<file path="config.mk">
export PLATFORM = sky130hd
export DESIGN_NAME = grf_write_arbiter
export DESIGN_NICKNAME = d
export VERILOG_FILES = /design/src/rtl/grf_write_arbiter.sv
export SDC_FILE = /design/constraint.sdc
export NUM_CORES = 1
export LEC_CHECK = 0
export CORE_MARGIN = 1.5
export CORE_UTILIZATION = 58
export DETAILED_ROUTE_END_ITERATION = 7
export DONT_BUFFER_PORTS = 1
export GPL_ROUTABILITY_DRIVEN = 0
export PLACE_DENSITY = 0.73
export RECOVER_POWER = 25
export SLEW_MARGIN = 20
export SYNTH_ARGS = -nofsm -noshare
export SYNTH_HDL_FRONTEND = slang
export SYNTH_SLANG_ARGS = --single-unit
</file>
<file path="constraint.sdc">
create_clock -name clk -period 6.43 [get_ports clk]
set_input_delay 0.9645 -clock clk [delete_from_list [all_inputs] [get_ports clk]]
set_output_delay 0.9645 -clock clk [all_outputs]
set_load 0.02 [all_outputs]
</file>
<file path="src/rtl/grf_write_arbiter.sv">
// Arbitrates the single GRF write port between the in-order WB stage and a long-latency result FIFO.
// Also keeps a per-register busy scoreboard that stalls decode and gates LL issue.
module grf_write_arbiter #(
  parameter int DEPTH        = 2,
  parameter int STARVE_LIMIT = 3
) (
  input  logic        clk,
  input  logic        reset,
  input  logic        wb_we,
  input  logic [4:0]  wb_wa,
  input  logic [31:0] wb_wd,
  input  logic [31:0] wb_pc,
  input  logic        iss_valid,
  input  logic [4:0]  iss_wa,
  output logic        iss_ready,
  input  logic        ll_valid,
  input  logic [4:0]  ll_wa,
  input  logic [31:0] ll_wd,
  input  logic [31:0] ll_pc,
  output logic        ll_ready,
  input  logic [4:0]  dec_rs,
  input  logic [4:0]  dec_rt,
  input  logic [4:0]  dec_wa,
  output logic        dec_stall,
  output logic        wb_hold,
  output logic        grf_we,
  output logic [4:0]  grf_wa,
  output logic [31:0] grf_wd,
  output logic [31:0] grf_pc
);

  localparam int PW = (DEPTH > 1) ? $clog2(DEPTH) : 1;
  localparam int CW = $clog2(DEPTH + 1);
  localparam int SW = $clog2(STARVE_LIMIT + 1);
  localparam logic [PW-1:0] LAST_PTR = PW'(DEPTH - 1);
  localparam logic [CW-1:0] DEPTH_C  = CW'(DEPTH);
  localparam logic [SW-1:0] LIMIT_C  = SW'(STARVE_LIMIT);
  localparam logic [SW-1:0] LIMIT_M1 = SW'(STARVE_LIMIT - 1);

  logic [4:0]    fifo_wa [DEPTH];
  logic [31:0]   fifo_wd [DEPTH];
  logic [31:0]   fifo_pc [DEPTH];
  logic [PW-1:0] wr_ptr;
  logic [PW-1:0] rd_ptr;
  logic [CW-1:0] count;
  logic [CW-1:0] outstanding;
  logic [31:0]   busy;
  logic [31:0]   busy_next;
  logic [SW-1:0] starve_cnt;
  logic          wb_hold_q;

  logic       wb_take;
  logic       fifo_empty;
  logic       fifo_full;
  logic [4:0] head_wa;
  logic       pop;
  logic       push;
  logic       issue;

  assign wb_take    = wb_we && (wb_wa != 5'd0);
  assign fifo_empty = (count == '0);
  assign fifo_full  = (count == DEPTH_C);
  assign head_wa    = fifo_wa[rd_ptr];

  // A head whose destination is $0 still pops; it just never asserts grf_we.
  assign pop       = !reset && !fifo_empty && !wb_take;
  assign ll_ready  = !reset && !fifo_full;
  assign push      = ll_valid && ll_ready;
  assign iss_ready = !reset && (outstanding < DEPTH_C) && !(busy[iss_wa] && (iss_wa != 5'd0));
  assign issue     = iss_valid && iss_ready;

  assign dec_stall = !reset && ((busy[dec_rs] && (dec_rs != 5'd0)) ||
                                (busy[dec_rt] && (dec_rt != 5'd0)) ||
                                (busy[dec_wa] && (dec_wa != 5'd0)));
  assign wb_hold   = wb_hold_q && !reset;

  always_comb begin
    grf_we = 1'b0;
    grf_wa = 5'd0;
    grf_wd = 32'd0;
    grf_pc = 32'd0;
    if (!reset) begin
      if (wb_take) begin
        grf_we = 1'b1;
        grf_wa = wb_wa;
        grf_wd = wb_wd;
        grf_pc = wb_pc;
      end else if (!fifo_empty) begin
        grf_we = (head_wa != 5'd0);
        grf_wa = head_wa;
        grf_wd = fifo_wd[rd_ptr];
        grf_pc = fifo_pc[rd_ptr];
      end
    end
  end

  // Issue and pop never name the same register, so the order of these updates is immaterial.
  always_comb begin
    busy_next = busy;
    if (pop) busy_next[head_wa] = 1'b0;
    if (issue) busy_next[iss_wa] = 1'b1;
    busy_next[0] = 1'b0;
  end

  always_ff @(posedge clk) begin
    if (reset) begin
      for (int i = 0; i < DEPTH; i++) begin
        fifo_wa[i] <= 5'd0;
        fifo_wd[i] <= 32'd0;
        fifo_pc[i] <= 32'd0;
      end
      wr_ptr      <= '0;
      rd_ptr      <= '0;
      count       <= '0;
      outstanding <= '0;
      busy        <= 32'd0;
      starve_cnt  <= '0;
      wb_hold_q   <= 1'b0;
    end else begin
      if (push) begin
        fifo_wa[wr_ptr] <= ll_wa;
        fifo_wd[wr_ptr] <= ll_wd;
        fifo_pc[wr_ptr] <= ll_pc;
        wr_ptr <= (wr_ptr == LAST_PTR) ? '0 : wr_ptr + 1'b1;
      end
      if (pop) begin
        rd_ptr <= (rd_ptr == LAST_PTR) ? '0 : rd_ptr + 1'b1;
      end

      if (push && !pop) count <= count + 1'b1;
      else if (!push && pop) count <= count - 1'b1;

      if (issue && !pop) outstanding <= outstanding + 1'b1;
      else if (!issue && pop) outstanding <= outstanding - 1'b1;

      busy <= busy_next;

      // The counter saturates so an ignored wb_hold cannot wrap it back into a fresh hold.
      if (fifo_empty || pop) starve_cnt <= '0;
      else if (starve_cnt != LIMIT_C) starve_cnt <= starve_cnt + 1'b1;

      wb_hold_q <= !fifo_empty && !pop && (starve_cnt == LIMIT_M1);
    end
  end

endmodule
</file>
==> metrics.md <==
| Metric | Value |
|---|---|
| Number of violations reported at the end of detailed-routing iteration 0 | `470` |
| Number of antenna violations at the first check in global routing | `1` |
| Post-synth design cell area | `9770 um^2` |
| DR top layer | `met5` |
| Post-route met1 wirelength | `8.88 mm` |
| Cell chosen for the clock root | `sky130_fd_sc_hd__clkbuf_16` |
| Worst slew margin relative to its limit | `-0.766` |
| Detailed Place HPWL | `14.7 mm` |
| Starting utilization of the core area | `0.591` |
| Post-synth top flop | `sky130_fd_sc_hd__edfxtp_1` |
| Met2 layer wire length in the routed design | `11.0 mm` |
| Reported max-cap violation count | `2` |
| Via count of the first global-routing pass | `6,577` |
| Clock tree from TritonCTS | `built` |
| Period utilisation layout | `0.756` |
| Area share of the leading cell type in the synthesized netlist | `0.424` |
| Post-cts hold buffer count | `0` |
| Number of cells in the design after placement | `1,015` |
| Outcome | `finished with violations` |
| Routed length per placed instance | `21.1 um` |
| Layout cell share with drive strength beyond 1 | `0.0907` |
| Flip-flop and latch count after synthesis | `179` |
| # IOs | `237` |
| Leakage power figure | `0.00366 uW` |
| Biggest area contributors in the synthesized netlist | `sky130_fd_sc_hd__edfxtp_1 (42%), sky130_fd_sc_hd__and2_1 (8.9%), sky130_fd_sc_hd__dfxtp_1 (8.4%)` |
| Unrepaired setup endpoints after global routing | `no` |
| Largest clock skew in the final design | `12.0 ps` |
| Maximum root-to-sink buffer count | `2` |
| Standard-cell row count | `47` |
| Largest net degree at the start of global routing | `71` |
| Horizontal extent of the die | `133 um` |
| Post-route minimum period | `4860 ps` |
| Req. time, crit path | `6480 ps` |
| Worst supply voltage drop on vdd | `0.000168 V` |
| Setup Crit Path Kind | `in -> reg` |
| Antenna diode count | `0` |
| Dominant cell type by area after synthesis | `sky130_fd_sc_hd__edfxtp_1` |
| Post-route core utilization | `0.631` |
| H-tree levels | `4` |
| Clock slew at the register clock pins of the worst setup and hold paths | `60 ps` |
| Buffers added on ports | `0` |
| Via total after detailed routing | `6,568` |
| Element type at the critical path end | `register` |
| Setup total negative slack | `0 ps` |
| DRT antenna net count | `0` |
| Post-synth cell types | `44` |
| Violations in the final reports | `capacitance limit, slew limit` |
| Final nets | `981` |
| Setup crit start kind | `input pin` |
| Number of max-slew violations in the final report | `142` |
| Setup Buffers After CTS | `0` |
| Post-route setup slack | `1570 ps` |
| Dpl ws | `2320 ps` |
| Total track usage | `0.253` |
| Data arrival time of the critical path | `4910 ps` |
| Vias per Instance | `6.27` |
| Placement Cell Area | `9850 um^2` |
| Post-route cell area | `10,400 um^2` |
| Post-Route WL | `22.1 mm` |
| Core area | `16,500 um^2` |
| Global-route wire length before repair | `34.5 mm` |
| Final Non-Filler Cells | `1,047` |
| DR pass1 iterations | `5` |
| Worst Max-Slew Pin Slew | `2650 ps` |
| DRC violation count after routing | `0` |
| Die Outline Area | `17,600 um^2` |
| Gate Count Post-Synth | `858` |
| Area grow syn2layout | `6.78%` |
| Clk sink count | `179` |
| Avg Synthesized Cell Area | `11.4 um^2` |
| Worst skew pair latency | `430 ps` |
| Vertical die dimension | `133 um` |
| Number of enable flip-flop cells after synthesis | `138` |
| Maximum frequency from static timing analysis | `206 MHz` |
| Total congestion overflow | `0` |
| Synthesized net count | `1,025` |
| Resize count post-CTS | `0` |
| Number of buffers created by CTS | `17` |
| Classification of the worst-slack hold path | `reg -> reg` |
| Amount of wire on met3 after detailed routing | `1.79 mm` |
| Power density over the cells | `272 nW/um^2` |
| Warning count from the yosys run | `0` |
| Biggest fanout along the worst timing path | `70` |
| Share of async-settable or async-resettable flops after synthesis | `0` |
| Sequential share of the synthesized area | `0.508` |
| Final setup vio count | `0` |
| Final count of hold timing violations | `0` |
[cell type report]
cell class              instances  area [um^2]
clock buffers                  18          429
clock inverters                14          153
fillers                      1315         6100
inverters                       8         30.0
multi-input cells             602         4530
flip-flops and latches        179         4970
well taps                     220          275
repair buffers                  6         41.3
[cells in the mapped netlist (all sizes together) (3+ instances only)]
| library cell | instances |
|---|---|
| and2 | 139 |
| edfxtp | 138 |
| nor2 | 83 |
| mux2i | 82 |
| o22a | 65 |
| clkbuf | 51 |
| nor2b | 42 |
| o21ai | 42 |
| dfxtp | 41 |
| mux4 | 28 |
| o31ai | 27 |
| nand2 | 22 |
| buf | 18 |
| nand4 | 9 |
| inv | 8 |
| a21oi | 7 |
| xor2 | 7 |
| ha | 4 |
| mux2 | 4 |
| nand2b | 4 |
| nand3 | 4 |
| o41ai | 4 |
| or2 | 4 |
| nand4b | 3 |
| nor3 | 3 |
[power by group]
part	switching [uW]	internal [uW]	leakage, uW
logic	278	145	0.00161
clock network	454	578	0.000281
registers	39.6	1340	0.00178
[per-stage QoR]
step           hold WS, ps  total power (uW)
3_5_place_dp           479              1830
3_3_place_gp           465              1820
6_report               489              2830
4_1_cts                489              2850
2_1_floorplan          459              1760
5_1_grt                519              2940
[sequential cells by signal, summed over array words and instances, names as in the netlist, named ones only]
register / flops
fifo_pc: 64
fifo_wa: 10
wr_ptr: 1
starve_cnt: 2
fifo_wd: 64
rd_ptr: 1
outstanding: 2
count: 2
busy: 31
wb_hold_q: 1
[final timing paths]
path	from	to	slack (ps)	cells past startpoint
max	reset	fifo_wa[0][2]$_SDFFCE_PN0P_	1570	5
min	outstanding[1]$_SDFFE_PP0P_	outstanding[1]$_SDFFE_PP0P_	490	2
max reg2reg	count[0]$_SDFFE_PP0P_	fifo_wa[0][2]$_SDFFCE_PN0P_	1620	6
min reg2reg	outstanding[1]$_SDFFE_PP0P_	outstanding[1]$_SDFFE_PP0P_	490	2
[logic make-up after synthesis]
logic type	count (synthesis)	synth area share
AO/OA/AOI/OAI	155	0.116
XOR/XNOR	7	0.00628
adder cells (fa/ha/maj)	4	0.00512
buffers and inverters	77	0.0309
flip-flops	179	0.508
multiplexers	114	0.153
AND/OR/NAND/NOR	322	0.180
[critical path, stage by stage]
cell	delay, ps
sky130_fd_sc_hd__a21oi_1	530
sky130_fd_sc_hd__nand2_1	270
sky130_fd_sc_hd__nor2_4	120
sky130_fd_sc_hd__clkbuf_1	1870
sky130_fd_sc_hd__or2_4	1070
[routing by layer]
metal | GRT usage | vias to the layer above
li1 | - | 3068
met1 | 0.313 | 3166
met2 | 0.422 | 295
met3 | 0.0801 | 37
met4 | 0.0855 | 2
met5 | 0 | -
[placed cells by master, fill, tap and decap left out, types with 3 or more instances in the layout]
cell type	netlist	routed
sky130_fd_sc_hd__nand4b_1	3	3
sky130_fd_sc_hd__a21oi_1	7	7
sky130_fd_sc_hd__mux2_2	4	4
sky130_fd_sc_hd__mux4_2	28	28
sky130_fd_sc_hd__ha_1	4	4
sky130_fd_sc_hd__xor2_1	7	7
sky130_fd_sc_hd__clkbuf_16	0	17
sky130_fd_sc_hd__nand2_1	22	22
sky130_fd_sc_hd__inv_6	0	3
sky130_fd_sc_hd__o21ai_0	41	41
sky130_fd_sc_hd__inv_1	8	8
sky130_fd_sc_hd__and2_0	0	42
sky130_fd_sc_hd__buf_4	0	5
sky130_fd_sc_hd__dfxtp_1	41	40
sky130_fd_sc_hd__nor3_1	3	3
sky130_fd_sc_hd__and2_1	139	97
sky130_fd_sc_hd__nand2b_1	4	4
sky130_fd_sc_hd__edfxtp_1	138	138
sky130_fd_sc_hd__nand4_1	9	9
sky130_fd_sc_hd__nor2_1	83	81
sky130_fd_sc_hd__o41ai_1	4	4
sky130_fd_sc_hd__nand3_1	4	4
sky130_fd_sc_hd__o22a_1	65	65
sky130_fd_sc_hd__mux2i_1	82	82
sky130_fd_sc_hd__nor2b_1	42	42
sky130_fd_sc_hd__o31ai_1	27	27
sky130_fd_sc_hd__clkinv_4	0	3
Power figures use the tool's default switching activity.
==> variant 1: new RTL, same settings <==
Reset style: asynchronous (`reset`), changed in one clocked block.
--- a/src/rtl/grf_write_arbiter.sv
+++ b/src/rtl/grf_write_arbiter.sv
@@ -102,7 +102,7 @@
     busy_next[0] = 1'b0;
   end
 
-  always_ff @(posedge clk) begin
+  always_ff @(posedge clk or posedge reset) begin
     if (reset) begin
       for (int i = 0; i < DEPTH; i++) begin
         fifo_wa[i] <= 5'd0;
Check against the original RTL: not settled (the Yosys comparison gave no result); the edit may change what the design does.
==> variant 1 against the original RTL <==
- the flow still finishes with violations (max-capacitance violations, max-slew violations)
- first-iteration DRC count shrank 15%
- register-to-register slack gained 1.9 ns
- clock skew shrank 0.0013 ns
- sequential cell count shrank 1
- synthesized cell count shrank 4.2%
- design area shrank 1.5%
- fmax grew 1.1%
- worst setup slack gained 0.053 ns
- sequential share of layout area shrank 4.3 points
- global-route usage grew 0.94 points
- wire length shrank 0.60%
- synthesized area shrank 2.6%
Power is not compared: it rests on default switching activity, and its combinational part moved more than twofold at a synthesized area within 25%.
==> variant 1: results (changes against the original RTL) <==
Leak: 0.00434 uW
postcts setup bufs: 0 (unchanged)
Placed Instance Area: 9680 sq um (-1.8%)
uppermost layer routed: met4
number of synthesis warnings: 0 (unchanged)
met1 track demand over resource: 31.1% (-0.21 points)
M2 GR Usage: 45.2% (+3.0 points)
Ant. Diodes: 0 (unchanged)
Via-to-Cell Ratio: 6.46 (+3.0%)
routed wl met3: 1860 um (+3.6%)
Clock Pin Slew Worst Setup and Hold Paths: 0.06 ns (about the same)
CP peak stage delay: 1.20 ns (-0.67 ns)
GRT met3 Usage: 7.35% (-0.66 points)
pin count of the biggest net entering global routing: 77 (+8.5%)
syn avg cell area: 11.6 sq um (+1.7%)
core area: 15,900 sq um (-3.5%)
buffer depth of the longest clock path: 2 (unchanged)
I/O Buffers: 0 (unchanged)
Synth top cells by count: 178 x dfrtp_1, 148 x mux2_2, 96 x o21ai_0
status: complete, but fails checks
H-Tree Depth: 4 (unchanged)
CTS Buf Count: 17 (unchanged)
Max VDD drop: 0.283 mV
Met2 Routed Length: 11,100 um (+1.1%)
Max Cap Viol: 1 (-1)
root buffer cell: clkbuf_16
asr flop ratio synth: 100% (+100 points)
Synthesized Nets: 989 (-3.5%)
Iteration-0 DRC Markers: 399 (-15%)
post-synth cell types: 55 (+25%)
Max Slew Vio Count: 39 (-73%)
CP delay by family, top: buffers and inverters
global-route wire length before repair: 33,900 um (-2.0%)
Wirelength per Cell: 21.4 um (+1.4%)
Least-Margin Pin Slew: 1.61 ns (-1.04 ns)
post-DP HPWL: 15,500 um (+5.4%)
Tightest Hold Check Type: reg -> reg
failing checks: max-capacitance violations, max-slew violations
vias in the first global route: 6,595 (+0.27%)
worst clock skew: 0.0107 ns (-0.00129 ns)
share of cells above drive strength 1: 27.0% (+18 points)
First-pass DRT Iterations: 5 (unchanged)
routed wire length: 22,000 um (-0.60%)
Worst EP arrival: 3.84 ns (-1.07 ns)
Crit-path slowest cell: clkinvlp_2
Nets: 964 (-1.7%)
initial antenna violation count: 0 (-1)
Place WS: 2.11 ns (-0.203 ns)
Synth area leaders: dfrtp_1 47%, mux2_2 18%, mux2i_1 8.4%
Resized cells post-CTS: 0 (unchanged)
top fanout value on the critical path: 60 (-14%)
post-synthesis sequential area ratio: 46.8% (-4.0 points)
sw frac: 35.9%
Largest regs: fifo_pc (64), fifo_wd (64), busy (31)
Total GRT Usage: 26.2% (+0.94 points)
met1 WL: 8490 um (-4.3%)
clk_lat worst skew: 0.43 ns (about the same)
variant 1: changes by cell type after synthesis, moves of 12 or more:
cell | unedited run | this run
and2_1 | 139 | 2
clkbuf_1 | 51 | 39
dfrtp_1 | 0 | 178
dfxtp_1 | 41 | 0
edfxtp_1 | 138 | 0
mux2_2 | 4 | 148
nand2_1 | 22 | 85
nor2_1 | 83 | 19
nor2b_1 | 42 | 6
o21ai_0 | 41 | 96
o21ai_1 | 1 | 16
o22a_1 | 65 | 0
o31ai_1 | 27 | 14
variant 1: layout make-up:
cell class | count | area [sq um]
fill | 1203 | 5670
clock inverter | 15 | 173
inverter | 10 | 38.8
clock buffer | 17 | 425
tap | 216 | 270
multi-input combinational | 582 | 4850
timing repair buffer | 8 | 60.1
sequential | 178 | 4460
variant 1: power groups by stage:
stage,Clock [uW],Combinational [uW],Sequential (uW)
floorplan,0,1550,1940
global placement,0,1750,2060
detailed placement,0,1810,2120
CTS,1050,1820,2100
global route,1090,1980,2180
finish,1040,1810,2110
variant 1: cell families (layout without fill, tap and decap cells):
group / after synthesis / count (layout) / synth area share (%)
compound gates: 161 / 161 / 9.99
flops: 178 / 178 / 46.8
mux: 252 / 252 / 31.7
simple gates: 156 / 156 / 7.59
buf+inv: 62 / 50 / 2.56
xor+xnor: 9 / 9 / 0.828
fa+ha+maj: 4 / 4 / 0.526
variant 1: path summary, 6_finish.rpt:
check / start / to / slack, ns / cells past startpoint
setup / recovery: reset / grf_wd[22] / 1.62 / 4
hold / removal: outstanding[1] / outstanding[1] / 0.46 / 1
setup reg to reg: count[0] / fifo_wa[6] / 3.47 / 6
hold reg to reg: outstanding[1] / outstanding[1] / 0.46 / 1
max in group asynchronous: reset / rd_ptr / 3.94 / 2
min in group asynchronous: reset / fifo_wd[8] / 0.80 / 1
==> variant 2: new RTL, config.mk and constraints unchanged <==
Without the edit above. The parameter `DEPTH` goes from 2 to 4.
--- a/src/rtl/grf_write_arbiter.sv
+++ b/src/rtl/grf_write_arbiter.sv
@@ -1,7 +1,7 @@
 // Arbitrates the single GRF write port between the in-order WB stage and a long-latency result FIFO.
 // Also keeps a per-register busy scoreboard that stalls decode and gates LL issue.
 module grf_write_arbiter #(
-  parameter int DEPTH        = 2,
+  parameter int DEPTH        = 4,
   parameter int STARVE_LIMIT = 3
 ) (
   input  logic        clk,
Formal check against the unedited RTL: not equivalent (Yosys sat finds a counterexample within 4 cycles, from zero or initial values and one cycle with reset high).
==> variant 2 against the original RTL <==
- synthesized area increased by 62%
- critical path depth did not move
- largest power group unchanged
- first-iteration DRC count grew 37%
- fmax is 1.7% higher
- sequential cell count rose by 143
- sequential power increased by 91%
- wire length increased by 60%
- worst setup slack better by 0.080 ns
- utilization grew 0.26 points
- design area rose by 63%
- worst hold slack gained 0.0020 ns
- total power rose by 91%
- critical path type is now in -> out
==> variant 2: results (changes against the original RTL) <==
Least-Margin Pin Slew: 1.08 ns (-1.57 ns)
Iteration-0 DRC Markers: 646 (+37%)
root buffer cell: clkbuf_16
Worst EP arrival: 3.82 ns (-1.09 ns)
asr flop ratio synth: 0% (unchanged)
worst clock skew: 0.0156 ns (+0.00361 ns)
Met2 Routed Length: 17,800 um (+61%)
Clock Pin Slew Worst Setup and Hold Paths: 0.05 ns
xor and xnor area share after synthesis: 0.276% (-0.35 points)
post-synthesis sequential area ratio: 58.1% (+7.3 points)
Largest regs: fifo_pc (128), fifo_wd (128), busy (31)
H-Tree Depth: 2 (-2)
Synth Area in Compound Gates: 7.59% (-4.0 points)
post-DP HPWL: 20,700 um (+40%)
Critical Path End: grf_wa[1]
crit path from: wb_wa[3]
Final min period: 4.78 ns (-0.0797 ns)
First-pass DRT Iterations: 7 (+2)
status: finished, final reports clean
Max VDD drop: 0.241 mV (+43%)
buffer depth of the longest clock path: 3 (+1)
worst flop-to-flop path startpoint: count[0]
global-route wire length before repair: 55,000 um (+59%)
CP peak stage delay: 0.85 ns (-1.02 ns)
Synthesized Nets: 1,325 (+29%)
via count: 9,313 (+42%)
Leak: 0.00595 uW (+63%)
clk_lat worst skew: 0.51 ns (+0.08 ns)
post-synthesis adder-cell area fraction: 0.726% (+0.21 points)
Crit-path slowest cell: o21ai_0
CP delay by family, top: compound AO/OA/AOI/OAI gates
Synth top cells by count: 276 x and2_1, 276 x edfxtp_1, 93 x mux4_2
top fanout value on the critical path: 51 (-27%)
pin count of the biggest net entering global routing: 77 (+8.5%)
Fill cells: 2,064 (+57%)
routed wl met3: 2790 um (+56%)
r2r setup slk: 2.39 ns (+0.77 ns)
CTS Buf Count: 35 (+18)
vias in the first global route: 9,604 (+46%)
met1 WL: 14,100 um (+58%)
Tightest Hold Check Type: reg -> reg
post-synthesis mux area share: 14.8% (-0.51 points)
Total GRT Usage: 25.6% (+0.34 points)
reg2reg end: fifo_wd[0][7]
routed wire length: 35,500 um (+60%)
share of cells above drive strength 1: 14.1% (+5.0 points)
uppermost layer routed: met4
number of synthesized flops with an enable pin: 276 (+100%)
post-synth cell types: 50 (+14%)
Synth area leaders: edfxtp_1 52%, mux4_2 13%, and2_1 11%
Place WS: 1.56 ns (-0.760 ns)
-- variant 2: changes by cell type in the layout (fill, tap and decap cells not counted), moves of 18 or more --
cell and delta:
mux4_2 +65, mux2i_1 -59, a22o_1 +65, and2_1 +144
o22a_1 -65, clkbuf_16 +18, nand2_1 +22, nor2_1 -55
edfxtp_1 +138
-- variant 2: final cells by class --
cell class                      count  area (sq um)  share of cell area [%]
Antenna cell                        1          2.50                  0.0147
Timing Repair Buffer               13          97.6                   0.573
Clock buffer                       44           910                    5.34
Clock inverter                     13          60.1                   0.353
Sequential cell                   322          9220                    54.1
Inverter                           10          37.5                   0.220
Tap cell                          341           427                    2.51
Multi-Input combinational cell    733          6280                    36.9
-- variant 2: where the power goes --
| part | switching [uW] | internal [uW] | total [uW] |
|---|---|---|---|
| combinational | 561 | 454 | 1010 |
| clock | 762 | 994 | 1760 |
| sequential | 156 | 2480 | 2630 |
-- variant 2: logic make-up after synthesis --
family                   count (synthesis)
AND/OR/NAND/NOR                        434
flip-flops                             322
AO/OA/AOI/OAI                          168
multiplexers                           118
buffers and inverters                   99
adder cells (fa/ha/maj)                  8
XOR/XNOR                                 5
-- variant 2: metrics by stage --
stage                     area [sq um]  hold slack, ns  power [uW]  cells
after floorplan                  15900           0.463        3460   1154
after global placement           16100           0.461        3690   1419
after detailed placement         16100           0.477        3720   1419
after CTS                        17100           0.486        5460   1476
after global routing             17000           0.511        5620   1476
final                            17000           0.490        5400   1477
-- variant 2: layer usage --
metal | track usage [%] | vias up
met1 | 32.7 | 4654
met5 | 0 | -
met2 | 43.8 | 340
li1 | - | 4251
met4 | 7.61 | 0
met3 | 6.16 | 68
-- variant 2: worst min-delay path by stage --
| stage | from | end | slack [ns] |
|---|---|---|---|
| after global routing | rd_ptr[0] | register | 0.51 |
| final | rd_ptr[0] | register | 0.49 |
| after detailed placement | rd_ptr[0] | register | 0.48 |
| after floorplan | rd_ptr[0] | register | 0.46 |
| after CTS | rd_ptr[0] | register | 0.49 |
| after global placement | rd_ptr[0] | register | 0.46 |
-- variant 2: worst min-delay path, delay by kind of cell, from the launching register on --
kind               cells  cell delay (ns)
and+or+nand+nor        1             0.06
AOI/OAI and AO/OA      1             0.07
DFF                    1             0.32
